[config.mk]
export PLATFORM = sky130hd
export DESIGN_NAME = pe_inner_fsm_flat
export DESIGN_NICKNAME = d
export VERILOG_FILES = /design/src/rtl/pe_inner_fsm_if.sv /design/src/rtl/pe_inner_fsm.sv /design/src/flat_wrapper.sv
export SDC_FILE = /design/constraint.sdc
export NUM_CORES = 1
export LEC_CHECK = 0
export BUFFER_PORTS_ARGS = -buffer_cell sky130_fd_sc_hd__buf_2
export CAP_MARGIN = 15
export CORE_ASPECT_RATIO = 1.1
export CORE_MARGIN = 2
export CORE_UTILIZATION = 52
export CTS_CLUSTER_SIZE = 10
export DETAILED_ROUTE_END_ITERATION = 16
export GPL_ROUTABILITY_DRIVEN = 0
export PLACE_DENSITY = 0.77
export RECOVER_POWER = 25
export SYNTH_ARGS = -nofsm -noshare
export SYNTH_HDL_FRONTEND = slang
export SYNTH_SLANG_ARGS = --single-unit
export TNS_END_PERCENT = 1
[constraint.sdc]
create_clock -name clk -period 4.4 [get_ports clk]
set_input_delay 0.22 -clock clk [delete_from_list [all_inputs] [get_ports clk]]
set_output_delay 0.22 -clock clk [all_outputs]
set_load 0.1 [all_outputs]
[src/rtl/pe_inner_fsm_if.sv]
`default_nettype none
// ============================================================================
// pe_inner_fsm_if : systolic link between neighbouring inner-product PEs
// Rev 1.0
// ============================================================================
interface pe_inner_fsm_if #(
    parameter int IWIDTH = 8,
    parameter int OWIDTH = 16
);
    logic              start;
    logic              ifm_bit;
    logic              ifm_sign;
    logic [IWIDTH-2:0] randW;
    logic              w_load;
    logic              w_sign;
    logic [IWIDTH-2:0] w_abs;
    logic              psum_valid;
    logic [OWIDTH-1:0] psum;

    modport master (
        output start, ifm_bit, ifm_sign, randW, w_load, w_sign, w_abs,
        output psum_valid, psum
    );
    modport slave (
        input  start, ifm_bit, ifm_sign, randW, w_load, w_sign, w_abs,
        input  psum_valid, psum
    );
endinterface
`default_nettype wire

[src/rtl/pe_inner_fsm.sv]
`default_nettype none
// ============================================================================
// pe_inner_fsm : unary-temporal inner-product PE with self-timed MAC window
// Rev 1.0
// ============================================================================
module pe_inner_fsm #(
    parameter int IWIDTH = 8,
    parameter int OWIDTH = 16,
    parameter int SAT    = 1
) (
    input  wire logic              clk,
    input  wire logic              rst_n,
    input  wire logic [IWIDTH-2:0] cfg_len,
    pe_inner_fsm_if.slave          up,
    pe_inner_fsm_if.master         dn,
    output logic                   busy,
    output logic                   sat_flag,
    output logic                   err
);
    typedef enum logic [1:0] {S_IDLE = 2'd0, S_RUN = 2'd1, S_WAIT = 2'd2} state_t;

    localparam logic [IWIDTH-1:0] C_ONE   = {{(IWIDTH-1){1'b0}}, 1'b1};
    localparam logic [IWIDTH-1:0] C_MAXW  = {1'b1, {(IWIDTH-1){1'b0}}};
    localparam logic [OWIDTH-1:0] C_SMAX  = {1'b0, {(OWIDTH-1){1'b1}}};
    localparam logic [OWIDTH-1:0] C_SMIN  = {1'b1, {(OWIDTH-1){1'b0}}};

    state_t            state_q, state_d;
    logic [IWIDTH-1:0] cnt_q, cnt_d, len_q, len_d, acc_q, acc_d;
    logic              sh_sign_q, sh_sign_d, act_sign_q, act_sign_d, isign_q, isign_d;
    logic [IWIDTH-2:0] sh_abs_q, sh_abs_d, act_abs_q, act_abs_d;
    logic              buf_full_q, buf_full_d;
    logic [OWIDTH-1:0] buf_q, buf_d, psum_o_q, psum_o_d;
    logic              psum_valid_o_q, psum_valid_o_d, sat_q, sat_d, err_q, err_d;
    logic              fwd_start_q, fwd_bit_q, fwd_isign_q, fwd_wload_q, fwd_wsign_q;
    logic [IWIDTH-2:0] fwd_randw_q, fwd_wabs_q;

    logic              w_exit, w_accept, w_sel_sign, w_sel_isign, w_prod;
    logic [IWIDTH-2:0] w_sel_abs;
    logic [IWIDTH-1:0] w_len_eff, w_delta;
    logic [OWIDTH-1:0] w_operand, w_result;
    logic [OWIDTH:0]   w_sum;
    logic              w_ovf;

    always_comb begin
        w_len_eff   = (cfg_len == '0) ? C_MAXW : {1'b0, cfg_len};
        w_exit      = (state_q == S_WAIT) && (buf_full_q || up.psum_valid);
        w_accept    = up.start && ((state_q == S_IDLE) || w_exit);
        // The accept cycle already carries bit 0, so it uses the incoming weight/sign.
        w_sel_sign  = w_accept ? (up.w_load ? up.w_sign : sh_sign_q) : act_sign_q;
        w_sel_abs   = w_accept ? (up.w_load ? up.w_abs  : sh_abs_q)  : act_abs_q;
        w_sel_isign = w_accept ? up.ifm_sign : isign_q;
        w_prod      = up.ifm_bit && (up.randW < w_sel_abs);
        w_delta     = !w_prod ? '0 : ((w_sel_isign ^ w_sel_sign) ? '1 : C_ONE);

        w_operand   = buf_full_q ? buf_q : up.psum;
        w_sum       = {{(OWIDTH+1-IWIDTH){acc_q[IWIDTH-1]}}, acc_q}
                    + {w_operand[OWIDTH-1], w_operand};
        w_ovf       = w_sum[OWIDTH] ^ w_sum[OWIDTH-1];
        if (SAT != 0 && w_ovf) w_result = w_sum[OWIDTH] ? C_SMIN : C_SMAX;
        else                   w_result = w_sum[OWIDTH-1:0];
    end

    always_comb begin
        state_d        = state_q;
        cnt_d          = cnt_q;
        len_d          = len_q;
        acc_d          = acc_q;
        sh_sign_d      = up.w_load ? up.w_sign : sh_sign_q;
        sh_abs_d       = up.w_load ? up.w_abs  : sh_abs_q;
        act_sign_d     = act_sign_q;
        act_abs_d      = act_abs_q;
        isign_d        = isign_q;
        buf_full_d     = buf_full_q;
        buf_d          = buf_q;
        psum_o_d       = psum_o_q;
        psum_valid_o_d = 1'b0;
        sat_d          = sat_q;
        err_d          = err_q;

        if (state_q != S_WAIT && up.psum_valid) begin
            if (buf_full_q) err_d = 1'b1;
            else begin
                buf_d      = up.psum;
                buf_full_d = 1'b1;
            end
        end

        case (state_q)
            S_RUN: begin
                acc_d = acc_q + w_delta;
                cnt_d = cnt_q + C_ONE;
                if (cnt_q == len_q - C_ONE) state_d = S_WAIT;
                if (up.start) err_d = 1'b1;
            end
            S_WAIT: begin
                if (buf_full_q && up.psum_valid) err_d = 1'b1;
                if (w_exit) begin
                    psum_o_d       = w_result;
                    psum_valid_o_d = 1'b1;
                    buf_full_d     = 1'b0;
                    state_d        = S_IDLE;
                    if (w_ovf) sat_d = 1'b1;
                end else if (up.start) begin
                    err_d = 1'b1;
                end
            end
            default: ;
        endcase

        if (w_accept) begin
            len_d      = w_len_eff;
            isign_d    = up.ifm_sign;
            act_sign_d = w_sel_sign;
            act_abs_d  = w_sel_abs;
            acc_d      = w_delta;
            cnt_d      = C_ONE;
            state_d    = (w_len_eff == C_ONE) ? S_WAIT : S_RUN;
        end
    end

    always_ff @(posedge clk or negedge rst_n) begin
        if (!rst_n) begin
            state_q        <= S_IDLE;
            cnt_q          <= '0;
            len_q          <= '0;
            acc_q          <= '0;
            sh_sign_q      <= 1'b0;
            sh_abs_q       <= '0;
            act_sign_q     <= 1'b0;
            act_abs_q      <= '0;
            isign_q        <= 1'b0;
            buf_full_q     <= 1'b0;
            buf_q          <= '0;
            psum_o_q       <= '0;
            psum_valid_o_q <= 1'b0;
            sat_q          <= 1'b0;
            err_q          <= 1'b0;
            fwd_start_q    <= 1'b0;
            fwd_bit_q      <= 1'b0;
            fwd_isign_q    <= 1'b0;
            fwd_randw_q    <= '0;
            fwd_wload_q    <= 1'b0;
            fwd_wsign_q    <= 1'b0;
            fwd_wabs_q     <= '0;
        end else begin
            state_q        <= state_d;
            cnt_q          <= cnt_d;
            len_q          <= len_d;
            acc_q          <= acc_d;
            sh_sign_q      <= sh_sign_d;
            sh_abs_q       <= sh_abs_d;
            act_sign_q     <= act_sign_d;
            act_abs_q      <= act_abs_d;
            isign_q        <= isign_d;
            buf_full_q     <= buf_full_d;
            buf_q          <= buf_d;
            psum_o_q       <= psum_o_d;
            psum_valid_o_q <= psum_valid_o_d;
            sat_q          <= sat_d;
            err_q          <= err_d;
            fwd_start_q    <= up.start;
            fwd_bit_q      <= up.ifm_bit;
            fwd_isign_q    <= up.ifm_sign;
            fwd_randw_q    <= up.randW;
            fwd_wload_q    <= up.w_load;
            fwd_wsign_q    <= up.w_sign;
            fwd_wabs_q     <= up.w_abs;
        end
    end

    assign dn.start      = fwd_start_q;
    assign dn.ifm_bit    = fwd_bit_q;
    assign dn.ifm_sign   = fwd_isign_q;
    assign dn.randW      = fwd_randw_q;
    assign dn.w_load     = fwd_wload_q;
    assign dn.w_sign     = fwd_wsign_q;
    assign dn.w_abs      = fwd_wabs_q;
    assign dn.psum_valid = psum_valid_o_q;
    assign dn.psum       = psum_o_q;
    assign busy          = (state_q != S_IDLE);
    assign sat_flag      = sat_q;
    assign err           = err_q;
endmodule
`default_nettype wire
[src/flat_wrapper.sv]
// flat-port wrapper written by rule: the top's interface ports become plain ports
module pe_inner_fsm_flat 
#(
    parameter int IWIDTH = 8,
    parameter int OWIDTH = 16,
    parameter int SAT    = 1
)
  (clk, rst_n, cfg_len, busy, sat_flag, err, up_start, up_ifm_bit, up_ifm_sign, up_randW, up_w_load, up_w_sign, up_w_abs, up_psum_valid, up_psum, dn_start, dn_ifm_bit, dn_ifm_sign, dn_randW, dn_w_load, dn_w_sign, dn_w_abs, dn_psum_valid, dn_psum);
  pe_inner_fsm_if #(.IWIDTH(IWIDTH), .OWIDTH(OWIDTH)) up_i ();
  pe_inner_fsm_if #(.IWIDTH(IWIDTH), .OWIDTH(OWIDTH)) dn_i ();
  input  wire logic clk;
  input  wire logic rst_n;
  input  wire logic [IWIDTH-2:0] cfg_len;
  output logic busy;
  output logic sat_flag;
  output logic err;
  input wire logic [$bits(up_i.start)-1:0] up_start;
  input wire logic [$bits(up_i.ifm_bit)-1:0] up_ifm_bit;
  input wire logic [$bits(up_i.ifm_sign)-1:0] up_ifm_sign;
  input wire logic [$bits(up_i.randW)-1:0] up_randW;
  input wire logic [$bits(up_i.w_load)-1:0] up_w_load;
  input wire logic [$bits(up_i.w_sign)-1:0] up_w_sign;
  input wire logic [$bits(up_i.w_abs)-1:0] up_w_abs;
  input wire logic [$bits(up_i.psum_valid)-1:0] up_psum_valid;
  input wire logic [$bits(up_i.psum)-1:0] up_psum;
  output wire logic [$bits(dn_i.start)-1:0] dn_start;
  output wire logic [$bits(dn_i.ifm_bit)-1:0] dn_ifm_bit;
  output wire logic [$bits(dn_i.ifm_sign)-1:0] dn_ifm_sign;
  output wire logic [$bits(dn_i.randW)-1:0] dn_randW;
  output wire logic [$bits(dn_i.w_load)-1:0] dn_w_load;
  output wire logic [$bits(dn_i.w_sign)-1:0] dn_w_sign;
  output wire logic [$bits(dn_i.w_abs)-1:0] dn_w_abs;
  output wire logic [$bits(dn_i.psum_valid)-1:0] dn_psum_valid;
  output wire logic [$bits(dn_i.psum)-1:0] dn_psum;
  assign up_i.start = up_start;
  assign up_i.ifm_bit = up_ifm_bit;
  assign up_i.ifm_sign = up_ifm_sign;
  assign up_i.randW = up_randW;
  assign up_i.w_load = up_w_load;
  assign up_i.w_sign = up_w_sign;
  assign up_i.w_abs = up_w_abs;
  assign up_i.psum_valid = up_psum_valid;
  assign up_i.psum = up_psum;
  assign dn_start = dn_i.start;
  assign dn_ifm_bit = dn_i.ifm_bit;
  assign dn_ifm_sign = dn_i.ifm_sign;
  assign dn_randW = dn_i.randW;
  assign dn_w_load = dn_i.w_load;
  assign dn_w_sign = dn_i.w_sign;
  assign dn_w_abs = dn_i.w_abs;
  assign dn_psum_valid = dn_i.psum_valid;
  assign dn_psum = dn_i.psum;
  pe_inner_fsm #(.IWIDTH(IWIDTH), .OWIDTH(OWIDTH), .SAT(SAT)) u_core (.clk(clk), .rst_n(rst_n), .cfg_len(cfg_len), .up(up_i), .dn(dn_i), .busy(busy), .sat_flag(sat_flag), .err(err));
endmodule
## Yosys cells after proc, flatten, opt, wreduce, memory -nomap -nowiden

Cells that the tools add are included.

| storage, ports and cells | value |
|---|---|
| register bits after elaboration | 98 |
| bits of input ports | 45 |
| output and inout port bits | 39 |

| operators by class | value |
|---|---|
| add/subtract/negate cells | 4 |
| $lt $le $gt $ge | 1 |
| equal/unequal tests | 7 |
| multiplexer cells | 32 |
| bitwise operators | 2 |
| reduce and logical (&&, ||, !) cells | 15 |

Operators by type and width:

| kind | number |
|---|---|
| $mux W8 | 7 |
| $mux W16 | 3 |
| $add A8 B16 Y17 | 1 |
| $mux W1 | 14 |
| $mux W7 | 2 |
| $add A8 B1 Y8 const B | 1 |
| $add A8 B8 Y8 | 1 |
| $eq A8 B1 Y1 const B | 1 |
| $eq A8 B8 Y1 | 1 |
| $mux W2 | 4 |
| $sub A8 B1 Y8 const B | 1 |
| $logic_not A7 Y1 | 1 |
| $lt A7 B7 Y1 | 1 |
| $ne A3 B1 Y1 const B | 2 |
| $reduce_and A3 Y1 | 2 |
| $logic_and A1 B1 Y1 | 5 |
| $pmux W2 S2 | 1 |
| $reduce_bool A2 Y1 | 2 |
| $reduce_bool A3 Y1 | 1 |
| $eq A2 B1 Y1 const B | 1 |
| $eq A2 B2 Y1 const B | 1 |
| $logic_not A2 Y1 | 1 |
| $logic_or A1 B1 Y1 | 2 |
| $ne A2 B2 Y1 const B | 1 |
| other kinds (3) | 4 |

## Depth between registers and ports, before layout

| logic depth | value |
|---|---|
| depth after elaboration | 11 |
| depth in mapped cells | 24 |

## Worst setup path after synthesis

No wires, ideal clock.

| path | value |
|---|---|
| path type | register to register |
| from | reg u_core.state_q[0] |
| to | reg u_core.acc_q[7] |
| setup time | 0.087 ns |
| arrival time | 4.201 ns |
| required time | 4.313 ns |
| path slack | 0.112 ns |
| stages on the path, launching flop included | 24 |
| path buffers | 1 |
| path through | dfrtp_1 inv_1 ha_1 o21ai_4 inv_2 o21ai_1 clkbuf_1 nand2_1 o21ai_0 inv_1 ha_1 a21o_1 nand2_1 nand4b_1 a21oi_4 and2_4 ha_1 a21o_1 a21oi_1 o21ai_0 o221a_2 a31oi_1 o22ai_1 a211oi_2 |

| between the ends | value |
|---|---|
| cells in the longest elaborated chain, start to end | 11 |
| elaborated cells between the ends (all ways) | 18 |
| classes of those cells | add/sub (1); order compare (1); eq/ne (2); mux (7); bitwise (1); reduce/logical (6) |

RTL lines:

| element | line | text |
|---|---|---|
| from (decl) | pe_inner_fsm.sv:27 | `state_t state_q, state_d;` |
| from (signal assigned) | pe_inner_fsm.sv:146 | `state_q <= state_d;` |
| $eq A2 B2 Y1 | pe_inner_fsm.sv:46 | `w_exit = (state_q == S_WAIT) && (buf_full_q \|\| up.psum_valid);` |
| $logic_and A1 B1 Y1 | pe_inner_fsm.sv:46 |  |
| $logic_or A1 B1 Y1 | pe_inner_fsm.sv:47 | `w_accept = up.start && ((state_q == S_IDLE) \|\| w_exit);` |
| $logic_and A1 B1 Y1 | pe_inner_fsm.sv:47 |  |
| $mux W7 (tied with other cells) | pe_inner_fsm.sv:50 | `w_sel_abs = w_accept ? (up.w_load ? up.w_abs : sh_abs_q) : act_abs_q;` |
| $lt A7 B7 Y1 / $xor A1 B1 Y1 (equally long branches) | pe_inner_fsm.sv:52, pe_inner_fsm.sv:53 |  |
| $logic_and A1 B1 Y1 / $mux W8 (equally long branches) | pe_inner_fsm.sv:52, pe_inner_fsm.sv:53 |  |
| $mux W8 | pe_inner_fsm.sv:53 | `w_delta = !w_prod ? '0 : ((w_sel_isign ^ w_sel_sign) ? '1 : C_ONE);` |
| $add A8 B8 Y8 | pe_inner_fsm.sv:90 | `acc_d = acc_q + w_delta;` |
| $mux W8 | pe_inner_fsm.sv:88 | `case (state_q)` |
| $mux W8 | pe_inner_fsm.sv:110 | `if (w_accept) begin` |
| to (signal assigned) | pe_inner_fsm.sv:126 | `acc_q <= '0;` |
| to (signal assigned) | pe_inner_fsm.sv:149 | `acc_q <= acc_d;` |
| to (decl) | pe_inner_fsm.sv:28 | `logic [IWIDTH-1:0] cnt_q, cnt_d, len_q, len_d, acc_q, acc_d;` |

Several ways; a longest one is shown, not always the timed one. The select of a mux whose other input is x is not followed.
A chain may end at the register's enable or synchronous reset.

## Final worst setup path

Ends and elaborated chain as after synthesis.

==> out/metrics.cfg <==
[setup_path]
slowest_delay_ns=0.38
critical_path.slowest_cell=dfrtp_1
path_max_fanout=9
crit_family=compound AO/OA/AOI/OAI gates
startpoint_type=flop
r2r_start=u_core.state_q[0]
end_kind=flop
rrSetupSlack_ns=0.13
crit_required_ns=4.66
reg2reg_depth=21
cp_cell_sequence=inv_1, ha_2, o21ai_4, inv_2, o21ai_4, nand2_1, o21ai_1, inv_1, ha_1, a21oi_1, o2111ai_1, a21oi_4, and2_4, ha_1, a21o_1, a21oi_2, o21ai_1, o221a_2, a31oi_1, o22ai_1, a211oi_2
crit_arrival_ns=4.53
reg2reg_to=u_core.acc_q[7]
critPathKind=reg -> reg
crit_start=u_core.state_q[0]
critPathBufInv=3

[finish]
layout.nets=741
drive_above_1_share_pct=21.8
multiInputGateArea_mm2=0.00292
area_growth_pct=19.0
num_antenna_cells=0
fill_cells=834
final_cells=808
seq_area_mm2=0.00245

[timing]
worst_slack_ns=0.131
worst_pin_slew_ns=1.88
finClkSkew_ns=0.00600
fin_crit_sh_pct=97.0
fmax_mhz=234
slew_violations=37
relSlewSlack_pct=-25.3
setup_viol=0
min_period_ns=4.27
hold_violations=0
tns_ns=0

[detailed_routing]
routed_wl_mm=12.6
dr.pass1.iters=11
drt_drc_violations_left=1
drt_iter0_drc=240
via_count=4512
drt-vias-per-instance=5.58
wire_per_inst_um=15.5
detail-route-antenna-nets=0

[clocking]
clockBufferDepth=2
cts_max_level=3
numCtsBuffers=9
clock-sinks=98
clk_pin_slew_ns=0.07
cts_tree=done
cts-root-buf=clkbuf_16
clock_latency_ns=0.35

[global_route]
grt_pass1_vias=4558
grt.total_usage_pct=22.8
grt_pass1_wl_mm=20.9
antenna_found_initial=0
grt.overflow.total=0
grt_max_degree=64

[floorplan]
io_pins=84
rows=39
core_region_area_mm2=0.0104
die_w_um=103
initial_core_util_pct=53.6
fp.dieArea_mm2=0.0116
die_y_um=113

[synthesis]
syn_area_per_cell_um2=9.98
syn_nets=639
async_reset_ff_share_pct=100
syn_inst=558
synth-main-ff-cell=dfrtp_1
synth-seq-cells=98
synth_cell_type_count=66
ys_seq_area_share_pct=44.0
synthTopCellsByCount=dfrtp_1, nand2_1, a21oi_1
netlist.area_leader.share_pct=44.0
synth_area_leader_cell=dfrtp_1
yosysMostFrequentCell=dfrtp_1
synthTopCellsByArea=dfrtp_1, ha_1, mux2_2
ys_warn_count=0
synth-edff-count=0
synth_area_mm2=0.00557

[run]
maxCapViolCount=1

[hold_path]
hold_path_end=u_core.dn.randW[4]
holdPathStages=1
hold_class=in -> reg
hold_path_startpoint=up_randW[4]

[place]
dp_hpwl_mm=8.76
numPortBuffers=83
post-place-cells=772
post-place-ws_ns=-0.102

[run_status]
status=finished with violations
violations=design-rule violations, max-capacitance violations, max-slew violations

## worst max path at each step
| stage | to | slack [ns] | cells past startpoint |
|---|---|---|---|
| floorplan | u_core.acc_q[7] | 0.11 | 23 |
| global placement | u_core.acc_q[7] | 0.20 | 22 |
| detailed placement | u_core.acc_q[7] | -0.10 | 22 |
| CTS | u_core.acc_q[7] | 0.01 | 21 |
| global route | u_core.acc_q[7] | -0.05 | 22 |
| finish | u_core.acc_q[7] | 0.13 | 21 |
## kinds of logic after synthesis
group,after synthesis,synth area share [%]
simple gates,148,12.2
fa+ha+maj,36,8.36
xor+xnor,35,5.64
compound gates,147,17.5
mux,42,8.29
flops,98,44.0
buf+inv,52,4.02
## state kept, by name, summed over array words and instances, names as in the netlist, 2 cells and up
name,cells
u_core.state_q,2
u_core.dn.randW,7
u_core.dn.psum,16
u_core.act_abs_q,7
u_core.acc_q,8
u_core.sh_abs_q,7
u_core.dn.w_abs,7
u_core.buf_q,16
u_core.len_q,8
u_core.cnt_q,8
## through the flow
step           hold WS (ns)  util [%]  instance area, um2
2_1_floorplan       -0.0756         -                5570
3_3_place_gp          0.186      58.9                6130
3_5_place_dp          0.200      58.9                6130
4_1_cts             0.00554      63.8                6640
5_1_grt              0.0282      63.7                6630
6_report             0.0230      63.7                6630
## area by class of cell
type / count / share of cell area, %
timing repair buffer: 110 / 9.56
sequential: 98 / 37.0
multi-input combinational: 409 / 44.1
inverter: 32 / 1.81
tap: 143 / 2.70
clock buffer: 10 / 3.61
clock inverter: 6 / 1.19
## per-layer routing
metal	share of wire, %	GRT usage (%)	vias up
met5	0	0	-
met4	2.1	8.71	0
met3	3.8	4.42	26
met2	52	39.3	114
met1	42	27.9	2202
li1	-	-	2170
## worst register-to-register path, stage by stage, from the launching register on
cell	delay, ns
dfrtp_1	0.38
inv_1	0.08
ha_2	0.24
o21ai_4	0.09
inv_2	0.08
o21ai_4	0.22
nand2_1	0.10
o21ai_1	0.15
inv_1	0.10
ha_1	0.31
a21oi_1	0.17
o2111ai_1	0.18
a21oi_4	0.23
and2_4	0.24
ha_1	0.24
a21o_1	0.19
a21oi_2	0.18
o21ai_1	0.15
o221a_2	0.29
a31oi_1	0.19
o22ai_1	0.13
a211oi_2	0.26
## placed cells by master (no fill, tap or decap), types with 4 or more instances in the layout
| cell type | n |
|---|---|
| a211oi_1 | 5 |
| inv_1 | 31 |
| o21ai_0 | 29 |
| nand3_1 | 5 |
| clkbuf_1 | 20 |
| buf_2 | 63 |
| xnor2_1 | 21 |
| dfrtp_1 | 98 |
| nor3_1 | 5 |
| clkbuf_16 | 9 |
| buf_4 | 11 |
| dlygate4sd3_1 | 16 |
| nor2b_1 | 4 |
| o21a_1 | 4 |
| a31oi_1 | 4 |
| mux2_2 | 30 |
| or3_1 | 4 |
| xor2_1 | 13 |
| o21ai_1 | 23 |
| a21o_1 | 10 |
| nand2b_1 | 7 |
| nand4_1 | 8 |
| a21oi_1 | 41 |
| nor2_1 | 28 |
| ha_1 | 33 |
| mux2i_1 | 11 |
| nand2_1 | 72 |
## repair_timing
action                                  in CTS  in global routing
gates cloned                                 1                  0
endpoints found under the setup margin       2                  3
pin swaps                                    1                  0
hold endpoints to repair                    50                  0
resized for setup                            1                  8
hold buffers                                16                  0
setup buffers                                2                  1
Power is not shown: default switching activity piles up to over one toggle a cycle in this logic, so the estimate is an artifact.
